`src/rtl/pipelined_rca_addsub_pkg.sv`:
```
// Shared helpers for the pipelined ripple-carry adder/subtractor.
package pipelined_rca_addsub_pkg;

    // Bits rippled by each pipeline slice.
    function automatic int slice_bits(input int width, input int stages);
        return width / stages;
    endfunction

endpackage

```
`src/rtl/pipelined_rca_addsub_rca_slice.sv`:
```
// Combinational S-bit ripple-carry chain, one per pipeline slice.
module rca_slice #(
    parameter int S = 4
) (
    input  logic [S-1:0] a,
    input  logic [S-1:0] b,
    input  logic         ci,
    output logic [S-1:0] s,
    output logic         co,
    output logic         c_msb_in
);

    logic [S:0] c;

    assign c[0] = ci;

    generate
        for (genvar gi = 0; gi < S; gi++) begin : g_bit
            assign s[gi]     = a[gi] ^ b[gi] ^ c[gi];
            assign c[gi + 1] = (a[gi] & b[gi]) | (c[gi] & (a[gi] ^ b[gi]));
        end
    endgenerate

    assign co       = c[S];
    // Carry into the top bit; XOR with co gives signed overflow.
    assign c_msb_in = c[S-1];

endmodule

```
`src/rtl/pipelined_rca_addsub.sv`:
```
// N-bit add/subtract split into STAGES ripple slices with valid/ready flow
// control; each stage holds finished low sum bits plus untouched upper operands.
module pipelined_rca_addsub
    import pipelined_rca_addsub_pkg::*;
#(
    parameter int WIDTH  = 16,
    parameter int STAGES = 4
) (
    input  logic             clk,
    input  logic             rst_n,
    input  logic             in_valid,
    output logic             in_ready,
    input  logic [WIDTH-1:0] in1,
    input  logic [WIDTH-1:0] in2,
    input  logic             cin,
    input  logic             sub,
    output logic             out_valid,
    input  logic             out_ready,
    output logic [WIDTH-1:0] sum,
    output logic             cout,
    output logic             ovf
);

    localparam int S = slice_bits(WIDTH, STAGES);

    logic [WIDTH-1:0] b_cond;
    logic             c0;

    assign b_cond = sub ? ~in2 : in2;
    assign c0     = sub ? 1'b1 : cin;

    // word_q[k]: sum bits below (k+1)*S, operand A bits above.
    logic [WIDTH-1:0]  word_q [STAGES];
    logic [WIDTH-1:0]  word_d [STAGES];
    logic [WIDTH-1:0]  bop_q  [STAGES];
    logic [WIDTH-1:0]  bop_d  [STAGES];
    logic [STAGES-1:0] v_q, v_d;
    logic [STAGES-1:0] c_q, c_d;
    logic              ovf_q, ovf_d;
    logic [STAGES:0]   rdy;

    assign rdy[STAGES] = out_ready;

    generate
        for (genvar gi = 0; gi < STAGES; gi++) begin : g_stage
            logic [WIDTH-1:0] a_in;
            logic [WIDTH-1:0] b_in;
            logic             c_in;
            logic             v_in;
            logic [S-1:0]     s_w;
            logic             co_w;
            logic             cm_w;
            logic [WIDTH-1:0] merged;

            if (gi == 0) begin : g_head
                assign a_in = in1;
                assign b_in = b_cond;
                assign c_in = c0;
                assign v_in = in_valid;
            end else begin : g_body
                assign a_in = word_q[gi-1];
                assign b_in = bop_q[gi-1];
                assign c_in = c_q[gi-1];
                assign v_in = v_q[gi-1];
            end

            assign rdy[gi] = !v_q[gi] | rdy[gi + 1];

            rca_slice #(.S(S)) u_slice (
                .a        (a_in[gi*S +: S]),
                .b        (b_in[gi*S +: S]),
                .ci       (c_in),
                .s        (s_w),
                .co       (co_w),
                .c_msb_in (cm_w)
            );

            always_comb begin
                merged             = a_in;
                merged[gi*S +: S]  = s_w;
            end

            assign v_d[gi]    = rdy[gi] ? v_in   : v_q[gi];
            assign c_d[gi]    = rdy[gi] ? co_w   : c_q[gi];
            assign word_d[gi] = rdy[gi] ? merged : word_q[gi];
            assign bop_d[gi]  = rdy[gi] ? b_in   : bop_q[gi];

            if (gi == STAGES - 1) begin : g_flag
                assign ovf_d = rdy[gi] ? (cm_w ^ co_w) : ovf_q;
            end
        end
    endgenerate

    always_ff @(posedge clk or negedge rst_n) begin
        if (!rst_n) begin
            v_q   <= '0;
            c_q   <= '0;
            ovf_q <= 1'b0;
            for (int k = 0; k < STAGES; k++) begin
                word_q[k] <= '0;
                bop_q[k]  <= '0;
            end
        end else begin
            v_q   <= v_d;
            c_q   <= c_d;
            ovf_q <= ovf_d;
            for (int k = 0; k < STAGES; k++) begin
                word_q[k] <= word_d[k];
                bop_q[k]  <= bop_d[k];
            end
        end
    end

    assign in_ready  = rdy[0];
    assign out_valid = v_q[STAGES-1];
    assign sum       = word_q[STAGES-1];
    assign cout      = c_q[STAGES-1];
    assign ovf       = ovf_q;

endmodule

```
`config.mk`:
```
export PLATFORM = sky130hd
export DESIGN_NAME = pipelined_rca_addsub
export DESIGN_NICKNAME = d
export VERILOG_FILES = /design/src/rtl/pipelined_rca_addsub_pkg.sv /design/src/rtl/pipelined_rca_addsub_rca_slice.sv /design/src/rtl/pipelined_rca_addsub.sv
export SDC_FILE = /design/constraint.sdc
export NUM_CORES = 1
export LEC_CHECK = 0
export CORE_ASPECT_RATIO = 1.75
export CORE_MARGIN = 5
export CORE_UTILIZATION = 54
export CTS_CLUSTER_SIZE = 28
export DETAILED_ROUTE_END_ITERATION = 10
export PLACE_DENSITY_LB_ADDON = 0.08
export SLEW_MARGIN = 40
export SYNTH_ARGS = -nofsm -noshare
export SYNTH_HDL_FRONTEND = slang
export SYNTH_HIERARCHICAL = 1
export SYNTH_SLANG_ARGS = --single-unit
export TNS_END_PERCENT = 1
```
`constraint.sdc`:
```
create_clock -name clk -period 2.9 [get_ports clk]
set_clock_uncertainty 0.05 [all_clocks]
set_input_delay 0.58 -clock clk [delete_from_list [all_inputs] [get_ports clk]]
set_output_delay 0.58 -clock clk [all_outputs]
set_load 0.02 [all_outputs]
```
==> Yosys cells after proc, flatten, opt, wreduce, memory -nomap -nowiden <==
Index checks and enable logic that the tools add are counted.
{ "totals": {"register_bits": 121, "in_bits": 38, "output_inout_bits": 20, "wordCells": 108} }
{ "op_classes": {"mux": 2, "bitwise_logic": 86, "n_reduce_logical": 4} }
{ "op_table": {"columns": ["cell", "count"], "rows": [
  ["1-bit bitwise XOR", 33],
  ["1-bit AND", 32],
  ["1-bit bitwise OR", 20],
  ["16-bit 2-to-1 mux", 1],
  ["16-bit inverter", 1],
  ["1-bit logical NOT", 4],
  ["1-bit 2-to-1 mux", 1]
]} }

==> Logic depth before layout (Yosys ltp) <==
Gate-level depths: netlist of the first run.
{ "depth": {"ltp_word": 11, "mapped_depth": 10} }

==> By module <==
Netlist of the first run, hierarchy kept.
{ "modules_own_cells": {"columns": ["mod", "instances", "cells_each", "area_each_um2", "seq_area_each_um2"], "rows": [
  ["pipelined_rca_addsub", 1, 243, 3773.6, 2427.3],
  ["rca_slice", 4, 12, 110.1, 0.0]
]} }

==> Worst setup path before layout of the first run <==
Ideal clock, no wire load.
{ "synth_path": {"path_type": "input port to flip-flop", "start": "input port sub", "end": "register word_q (netlist bit g_stage[1].a_in[3])", "setup_ps": 125, "arrival_ps": 2909, "required_ps": 2725, "path_slack_ps": -184, "stages": 10, "path_buffers": 2, "path_cell_list": "buf_2 > buf_2 > xor2_1 > fa_1 > inv_1 > fa_1 > fa_1 > inv_1 > fa_1 > mux2_2"} }
{ "synth_between": {"elab_chain_cells": 9} }
{ "synth_lines": {"columns": ["item", "line", "text"], "rows": [
  ["from (decl)", "pipelined_rca_addsub.sv:16", "input logic sub,"],
  ["16-bit 2-to-1 mux (*)", "pipelined_rca_addsub.sv:29", "assign b_cond = sub ? ~in2 : in2;"],
  ["via b_cond[0]", "pipelined_rca_addsub.sv:26", "logic [WIDTH-1:0] b_cond;"],
  ["1-bit bitwise XOR", "pipelined_rca_addsub_rca_slice.sv:20", "assign c[gi + 1] = (a[gi] & b[gi]) | (c[gi] & (a[gi] ^ b[gi]));"],
  ["1-bit AND", "pipelined_rca_addsub_rca_slice.sv:20", null],
  ["1-bit bitwise OR (*)", "pipelined_rca_addsub_rca_slice.sv:20", null],
  ["1-bit AND (*)", "pipelined_rca_addsub_rca_slice.sv:20", null],
  ["1-bit bitwise OR (*)", "pipelined_rca_addsub_rca_slice.sv:20", null],
  ["1-bit AND (*)", "pipelined_rca_addsub_rca_slice.sv:20", null],
  ["1-bit bitwise OR (*)", "pipelined_rca_addsub_rca_slice.sv:20", null],
  ["via g_stage[0].cm_w", "pipelined_rca_addsub.sv:52", "logic cm_w;"],
  ["1-bit bitwise XOR (*)", "pipelined_rca_addsub_rca_slice.sv:19", "assign s[gi] = a[gi] ^ b[gi] ^ c[gi];"],
  ["via g_stage[0].s_w[3]", "pipelined_rca_addsub.sv:50", "logic [S-1:0] s_w;"],
  ["to (signal, indexed assignment)", "pipelined_rca_addsub.sv:108", "word_q[k] <= word_d[k];"],
  ["to (decl)", "pipelined_rca_addsub.sv:33", "logic [WIDTH-1:0] word_q [STAGES];"]
]} }
The timed path passes the listed nets; every way through them passes the cells marked *.
A chain may end at the register's enable or synchronous reset.

==> Worst setup path after layout of the first run <==
{ "layout_path": {"start": "input port in2[0]", "end": "register word_q (netlist bit g_stage[1].a_in[3])"} }
{ "layout_between": {"elab_chain_cells": 10} }
{ "layout_lines": {"columns": ["item", "line", "text"], "rows": [
  ["from (decl)", "pipelined_rca_addsub.sv:14", "input logic [WIDTH-1:0] in2,"],
  ["16-bit inverter", "pipelined_rca_addsub.sv:29", null],
  ["16-bit 2-to-1 mux (*)", "pipelined_rca_addsub.sv:29", null],
  ["via b_cond[0]", "pipelined_rca_addsub.sv:26", null],
  ["1-bit bitwise XOR", "pipelined_rca_addsub_rca_slice.sv:20", null],
  ["1-bit AND", "pipelined_rca_addsub_rca_slice.sv:20", null],
  ["1-bit bitwise OR (*)", "pipelined_rca_addsub_rca_slice.sv:20", null],
  ["1-bit AND (*)", "pipelined_rca_addsub_rca_slice.sv:20", null],
  ["1-bit bitwise OR (*)", "pipelined_rca_addsub_rca_slice.sv:20", null],
  ["1-bit AND (*)", "pipelined_rca_addsub_rca_slice.sv:20", null],
  ["1-bit bitwise OR (*)", "pipelined_rca_addsub_rca_slice.sv:20", null],
  ["via g_stage[0].cm_w", "pipelined_rca_addsub.sv:52", null],
  ["1-bit bitwise XOR (*)", "pipelined_rca_addsub_rca_slice.sv:19", null],
  ["via g_stage[0].s_w[3]", "pipelined_rca_addsub.sv:50", null]
]} }
Marks and branches as above.

==> results of run 1 <==
critical path, stage by stage:
cell and delay [ns]:
clkdlybuf4s50_1 0.50, xor2_2 0.16, fa_1 0.18, inv_1 0.05, fa_1 0.39, fa_1 0.37
inv_1 0.08, fa_1 0.40, mux2_2 0.27
state kept, by name, indices dropped and copies added (netlist names):
| name | cells |
|---|---|
| ovf | 1 |
| c_q | 4 |
| g_stage.b_in | 24 |
| v_q | 4 |
| sum | 16 |
| g_stage.a_in | 48 |
final cells by class:
type / count / area share [%]
Clock inverter: 5 / 1.509
Sequential cell: 97 / 46.47
Inverter: 33 / 2.419
Clock buffer: 11 / 4.647
Timing Repair Buffer: 65 / 12.24
Multi-Input combinational cell: 148 / 30.61
Tap cell: 88 / 2.108
metal layers:
metal | up-vias | routed length, um | share of wire, %
met5 | - | 0 | 0
li1 | 1081 | - | -
met4 | 0 | 179 | 2.7
met1 | 1137 | 2840 | 43
met3 | 14 | 269 | 4.0
met2 | 51 | 3373 | 51
placed cells by master (no fill, tap or decap), drive strengths merged:
master,instances
and4b,1
xnor2,13
buf,9
mux2,80
or2,3
nand3,12
xor2,4
clkbuf,11
fa,16
clkdlybuf4s50,55
bufinv,2
dlygate4sd2,1
inv,33
dfrtp,97
o21ai,13
nand2b,2
nand2,2
clkinv,3
and2,1
nor2b,1
power by group through the flow:
stage	Combinational [W]	Sequential, W	Clock, W
after floorplan	0.000674	0.00211	0
after global placement	0.00128	0.00200	0
after detailed placement	0.00131	0.00202	0
after CTS	0.00132	0.00200	0.00128
after global routing	0.00142	0.00204	0.00134
final	0.00128	0.00199	0.00125
through the flow:
stage                     hold WS [ns]  setup TNS, ns  power [W]  std cells
final                           0.2216              0   0.004521        447
after global routing            0.2665              0   0.004804        447
after CTS                       0.2387              0   0.004595        447
after detailed placement        0.4238        -0.6525   0.003332        431
after global placement          0.4119        -0.5509   0.003280        431
after floorplan                 0.2344              0   0.002787        291
cells by family after synthesis:
logic type / synth area share, %
xor+xnor: 3.533
mux: 22.09
flops: 57.60
simple gates: 2.940
buf+inv: 4.691
compound gates: 1.544
fa+ha+maj: 7.601
worst min-delay path by stage:
stage | startpoint | endpoint | slack [ns]
floorplan | rst_n | c_q[0] | 0.23
global placement | v_q[2] | v_q[3] | 0.41
detailed placement | ovf | ovf | 0.42
CTS | rst_n | sum[9] | 0.24
global route | rst_n | sum[9] | 0.27
finish | rst_n | sum[9] | 0.22
what timing repair did:
| item | in CTS | in global routing |
|---|---|---|
| setup buffers | 0 | 0 |
| endpoints found under the setup margin | 1 | 0 |
| resized for setup | 1 | 0 |
==> flow_summary.ini, run 1 <==
[finish]
synthToLayoutAreaGrowth_pct = 23.96
fin_nets = 408
final_util_pct = 68.55
regArea_sq_um = 2427
antenna_cells = 0
nFillCells = 562
post_route_cells_drive_above_1_share_pct = 30.92
multi_input_area_sq_um = 1599
final_area_sq_um = 5224

[clocking]
clockBufferDepth = 2
tritoncts = built
cts_hold_buf = 0
clock_latency_ns = 0.33
cts_root_buffer = clkbuf_16
cts_max_level = 3
cts_made_buffers = 9
cts.sinks = 97
clk_pin_slew_ns = 0.06

[floorplanning]
start_util_pct = 55.30
die_y_um = 126.9
num_rows = 42
die_width_um = 76.78
io_pins = 58
core_sq_um = 7620
die-area_sq_um = 9740

[grt]
first_global_vias = 2397
gr-usage-met2_pct = 23.69
grt_util_met3_pct = 3.050
gr-max-usage-layer = met2
antenna_found_initial = 0
grt_use_met1_pct = 19.13
grt-ovfl-total = 0
grt_pass1_wl_mm = 11.47
track_usage_pct = 14.92
grt_start_max_net_pins = 51

[route]
ant_nets = 0
vias_per_cell = 5.107
dr.pass1.iters = 4
drc_errors = 0
routed_wl_mm = 6.662
routedWlPerCell_um = 14.90
dr.first_iter.drc_count = 129
vias = 2283

[synthesis]
synth_fp_nets = 345
synth_edf_count = 0
ys_seq_area_share_pct = 57.60
synthTopCellsByCount = 97 x dfrtp_1, 72 x mux2_2, 32 x inv_1
netlist_area_sq_um = 4214
yosysWarnings = 6
synth_area_leader_cell = dfrtp_1
ys_ff_latch = 97
yosys.area.top_type_share_pct = 57.60
synth.avg_cell_area_sq_um = 14.48
synthCells = 291
synthDistinctLibCells = 20
synthTopCellsByArea = dfrtp_1 58%, mux2_2 19%, fa_1 7.6%, inv_1 2.9%, mux2_4 2.9%
synthMostInstantiatedCell = dfrtp_1
synthFlopType = dfrtp_1
async_flop_share_pct = 100.0

[sta]
fmax_mhz = 356.3
grt_setup_unrepaired = no
setup_violations = 0
fin_crit_sh_pct = 96.78
slew_headroom_pct = 57.81
hold_violations = 0
fin_ws_ns = 0.09328
fin_crit_ns = 2.807
slew_violations = 0
worst_slew_pin_slew_ns = 0.6328

[placed_design]
dpl_cell_area_sq_um = 4903
hpwl_mm = 4.861
portBuffers = 57
gp_congestion = 0.7135
preCtsSetupSlack_ns = -0.4004

[setup_path]
start_kind = input port
endpoint_kind = flop
r2r_end = sum[15]
r2r_slack_ns = 0.53
timing.critical_path.from = in2[0]
worst_ep_required_time_ns = 3.07
reg2reg_from = g_stage[3].b_in[12]
crit_type = input port to flop
critPathMaxFanout = 1
critPathCapture = g_stage[1].a_in[3]
arrival_ns = 2.98
r2r_cells = 7

[pwr]
peakVddDrop_mv = 0.4662
power_frac_comb_pct = 28.4
power_switching_share_pct = 27.44
netSwitchingPower_w = 0.001241
power_density_nw_per_um2 = 865.5
internal_power_w = 0.003281
p_seq_share_pct = 43.9
clkPwrFrac_pct = 27.7
power_leakage_nw = 2.306

[worst_hold_path]
hp-class = input port to asynchronous set/reset pin

[outcome]
status = complete, no violations

[job]
max-cap-violations = 0
No activity file was read; power rests on OpenSTA's default activity.
==> run 2, diff against run 1 <==
--- a/config.mk
+++ b/config.mk
@@ -10,7 +10,7 @@
 export CORE_UTILIZATION = 54
 export CTS_CLUSTER_SIZE = 28
 export DETAILED_ROUTE_END_ITERATION = 10
-export PLACE_DENSITY_LB_ADDON = 0.08
+export PLACE_DENSITY = 0.78
 export SLEW_MARGIN = 40
 export SYNTH_ARGS = -nofsm -noshare
 export SYNTH_HDL_FRONTEND = slang
==> run 2 against run 1 <==
  * Final cell count shrank 0.22%
  * Non-clock buffer count fell by 1
  * Clock power is 7% higher
  * Sequential power about the same
  * Register-to-register slack better by 0.05 ns
  * Maximum frequency increased by 0.44%
  * Global-route usage grew 0.16 points
  * Routed wire length is 2.1% higher
  * Core utilization up 0.23 points
  * Largest power group unchanged
  * Setup slack improved by 0.012 ns
==> flow_summary.ini, run 2 (synthesis gave the netlist of run 1 again) <==
[sta]
setup_violations = 0
slew_headroom_pct = 64.98
worst_slew_pin_slew_ns = 0.5253
fin_crit_ns = 2.795
fin_crit_sh_pct = 96.36
hold_slack_ns = 0.1522
hold_violations = 0
slew_violations = 0
fmax_mhz = 357.8
grt_setup_unrepaired = no

[finish]
antenna_cells = 0
largest_reg_flops = 48
final_common_cell = dfrtp_1
fin_nets = 407
stdcell_count = 446
final_cell_mix = 97 x dfrtp_1, 72 x mux2_2, 55 x clkdlybuf4s50_1
synthToLayoutAreaGrowth_pct = 24.38
nFillCells = 540
post_route_cells_drive_above_1_share_pct = 30.45

[floorplanning]
io_pins = 58
start_util_pct = 55.30
core_sq_um = 7620
die_width_um = 76.78
num_rows = 42
die_y_um = 126.9
die-area_sq_um = 9740

[setup_path]
start_kind = input port
worst_ep_required_time_ns = 3.07
crit_type = input port to flop
arrival_ns = 2.96
critPathMaxFanout = 1
endpoint_kind = flop

[clocking]
cts_root_buffer = clkbuf_16
tritoncts = built
cts_max_level = 3
clockBufferDepth = 2
cts_made_buffers = 9
clock_latency_ns = 0.34
clk_pin_slew_ns = 0.06
cts.sinks = 97
cts_hold_buf = 0
post_cts_buffers = 0
ctsResizeCount = 1

[placed_design]
hpwl_mm = 5.051
placed_cells = 430
gp_congestion = 0.7411
portBuffers = 57

[route]
dr.first_iter.drc_count = 76
drc_errors = 0
dr.pass1.iters = 4
vias = 2314
routed_wl_mm = 6.805
vias_per_cell = 5.188
routedWlPerCell_um = 15.26
ant_nets = 0

[worst_hold_path]
hp-class = input port to asynchronous set/reset pin

[outcome]
status = complete, no violations

[grt]
gr-usage-met2_pct = 25.49
grt_util_met3_pct = 2.270
grt_use_met1_pct = 18.31
first_global_vias = 2436
track_usage_pct = 15.08
gr-max-usage-layer = met2
grt_start_max_net_pins = 60
antenna_found_initial = 0
grt_pass1_wl_mm = 11.67
grt-ovfl-total = 0

[pwr]
power_leakage_nw = 2.306
peakVddDrop_mv = 0.4559
power_density_nw_per_um2 = 883.3

[job]
max-cap-violations = 0
## run 2: cell count changes in the layout (fill, tap and decap cells not counted), sizes merged
cell,before,now
clkinvlp,0,1
clkinv,3,1
buf,9,8
bufinv,2,3
## run 2: critical path: stages
cell	delay (ns)
clkdlybuf4s50_1	0.50
xor2_2	0.17
fa_1	0.19
inv_1	0.05
fa_1	0.37
fa_1	0.37
inv_1	0.07
fa_1	0.39
mux2_2	0.27
## run 2: final timing paths
path | start | cells past startpoint | slack [ns] | end
max | in2[0] | 9 | 0.11 | g_stage[1].a_in[3]
min | rst_n | 1 | 0.15 | g_stage[1].a_in[11]
max reg2reg | g_stage[3].a_in[12] | 7 | 0.58 | sum[15]
min reg2reg | v_q[1] | 1 | 0.41 | v_q[2]
max in group asynchronous | rst_n | 2 | 2.05 | g_stage[2].b_in[11]
min in group clk | v_q[1] | 1 | 0.41 | v_q[2]
## run 2: metal layers
metal / vias to the layer above / wire length (um)
met1: 1179 / 2727
li1: 1079 / -
met3: 11 / 229
met5: - / 0
met4: 0 / 194
met2: 45 / 3653
## run 2: final cells by class
cell class	instances	area, sq um	share of cell area, %
clock inverter	5	102.6	1.957
clock buffer	11	242.7	4.631
tap	88	110.1	2.101
inverter	33	126.4	2.411
timing repair buffer	64	635.6	12.13
multi-input combinational	148	1597	30.46
sequential	97	2427	46.31
## run 2: per-stage QoR
| stage | util, % | power [W] | setup WS (ns) | instance area, sq um | setup TNS, ns |
|---|---|---|---|---|---|
| floorplan | - | 0.002787 | 0.02365 | 4230 | 0 |
| global placement | 64.22 | 0.003260 | -0.3568 | 4893 | -0.5612 |
| detailed placement | 64.22 | 0.003344 | -0.4068 | 4893 | -0.7190 |
| CTS | 68.74 | 0.004693 | 0.1027 | 5238 | 0 |
| global route | 68.78 | 0.004905 | 0.01395 | 5241 | 0 |
| finish | 68.78 | 0.004630 | 0.1055 | 5241 | 0 |
## run 2: power breakdown
group	internal [W]	total [W]	switching, W
registers	0.00177	0.00199	0.000221
logic	0.000741	0.00130	0.000560
clock network	0.000865	0.00134	0.000477
==> run 3, diff against run 2 <==
--- a/config.mk
+++ b/config.mk
@@ -16,4 +16,4 @@
 export SYNTH_HDL_FRONTEND = slang
 export SYNTH_HIERARCHICAL = 1
 export SYNTH_SLANG_ARGS = --single-unit
-export TNS_END_PERCENT = 1
+export TNS_END_PERCENT = 5
==> constraint.sdc (replaced) <==
create_clock -name clk -period 2.9 [get_ports clk]
set_clock_uncertainty 0.05 [all_clocks]
set_input_delay 0.87 -clock clk [delete_from_list [all_inputs] [get_ports clk]]
set_output_delay 0.87 -clock clk [all_outputs]
set_load 0.02 [all_outputs]
==> run 3 against run 2 <==
  * Core utilization is 0.49 points lower
  * Clock power down 14%
  * Register-to-register slack about the same
  * Total power down 4.5%
  * First-iteration DRC count is 42% higher
  * Clock-buffer cell count down 1
  * Cell area decreased by 0.72%
  * Via count decreased by 2.5%
  * Die area unchanged
  * Worst hold slack gained 0.23 ns
  * Critical path type unchanged
  * Critical endpoint unchanged
==> flow_summary.ini, run 3 (synthesis gave the netlist of run 1 again) <==
[outcome]
status = complete, no violations

[clocking]
cts_max_level = 3
clock_latency_ns = 0.34
clk_pin_slew_ns = 0.06
cts_root_buffer = clkbuf_16
tritoncts = built
cts.sinks = 97
clockBufferDepth = 2
cts_made_buffers = 9

[setup_path]
arrival_ns = 3.00
r2r_slack_ns = 0.58
endpoint_kind = flop
crit_type = input port to flop
critPathMaxFanout = 4
worst_ep_required_time_ns = 3.07
start_kind = input port

[route]
vias = 2256
dr.first_iter.drc_count = 108
ant_nets = 0
routed_wl_mm = 6.580
dr.pass1.iters = 5
drc_errors = 0
routedWlPerCell_um = 14.75
vias_per_cell = 5.058

[sta]
fin_crit_ns = 2.829
worst_slew_pin_slew_ns = 0.4312
slew_headroom_pct = 71.26
fin_crit_sh_pct = 97.54
setup_violations = 0
hold_violations = 0
hold_slack_ns = 0.3834
grt_setup_unrepaired = no
fmax_mhz = 353.5
slew_violations = 0

[floorplanning]
core_sq_um = 7620
die_y_um = 126.9
start_util_pct = 55.30
io_pins = 58
die_width_um = 76.78
num_rows = 42
die-area_sq_um = 9740

[finish]
nFillCells = 551
largest_reg_flops = 48
fin_nets = 407
post_route_cells_drive_above_1_share_pct = 32.68
final_cell_mix = 97 x dfrtp_1, 71 x mux2_2, 49 x clkdlybuf4s50_1
final_area_sq_um = 5204
antenna_cells = 0
synthToLayoutAreaGrowth_pct = 23.49
final_common_cell = dfrtp_1

[grt]
antenna_found_initial = 0
track_usage_pct = 14.97
grt_start_max_net_pins = 73
first_global_vias = 2419
grt_pass1_wl_mm = 11.55
grt-ovfl-total = 0

[placed_design]
hpwl_mm = 4.758
dpl_cell_area_sq_um = 4901
portBuffers = 57
gp_congestion = 0.7295

[pwr]
power_leakage_nw = 2.311
peakVddDrop_mv = 0.3576
power_density_nw_per_um2 = 850.1
p_total_w = 0.004424

[job]
max-cap-violations = 0

[worst_hold_path]
hp-class = input port to asynchronous set/reset pin
==> run 3: per-layer routing <==
layer  wire length, um  global-route usage, %
met5                 0                      0
met4               199                  8.445
met3               283                  2.908
met2              3431                  24.14
met1              2667                  18.78
==> run 3: what timing repair did <==
| item | 4_1_cts | 5_1_grt |
|---|---|---|
| hold buffers | 0 | 0 |
| resized for setup | 14 | 2 |
| setup endpoints to repair | 4 | 1 |
| pin swaps | 6 | 4 |
| buffers inserted | 0 | 0 |
==> run 3: final timing paths <==
path                                     start             endpoint  depth (start not counted)
min                                      rst_n  g_stage[1].a_in[11]                          1
max in group asynchronous                rst_n  g_stage[2].b_in[15]                          2
min reg2reg                             v_q[1]               v_q[2]                          1
min in group clk                        v_q[1]               v_q[2]                          1
max reg2reg                g_stage[3].a_in[12]              sum[15]                          7
max                                        sub   g_stage[1].a_in[3]                          9
==> run 3: where the power goes <==
| group | internal (W) | leakage, nW | total, W | switching [W] |
|---|---|---|---|---|
| Clock | 0.000684 | 0.148 | 0.00115 | 0.000463 |
| Combinational | 0.000739 | 1.03 | 0.00129 | 0.000549 |
| Sequential | 0.00177 | 1.13 | 0.00199 | 0.000221 |
==> run 3: worst max-delay path: stages <==
cell	delay (ns)
clkdlybuf4s15_2	0.25
xor2_2	0.19
fa_2	0.22
inv_2	0.04
fa_2	0.38
fa_2	0.34
inv_2	0.06
fa_1	0.39
mux2_4	0.26
==> run 3: cell type report <==
type	instances	area, sq um	area share [%]
flip-flops and latches	97	2427	46.65
clock buffers	10	239.0	4.592
clock inverters	6	57.56	1.106
multi-input cells	148	1610	30.94
inverters	33	126.4	2.428
well taps	88	110.1	2.116
repair buffers	64	633.1	12.17
==> run 3: stage by stage <==
step | instances | setup slack (ns) | TNS (ns) | utilization [%]
5_1_grt | 446 | 0.01872 | 0 | 68.29
3_5_place_dp | 430 | -0.6458 | -2.021 | 64.32
2_1_floorplan | 291 | -0.1585 | -0.2350 | -
6_report | 446 | 0.07121 | 0 | 68.29
3_3_place_gp | 430 | -0.5986 | -1.858 | 64.32
4_1_cts | 446 | 0.002920 | 0 | 68.23
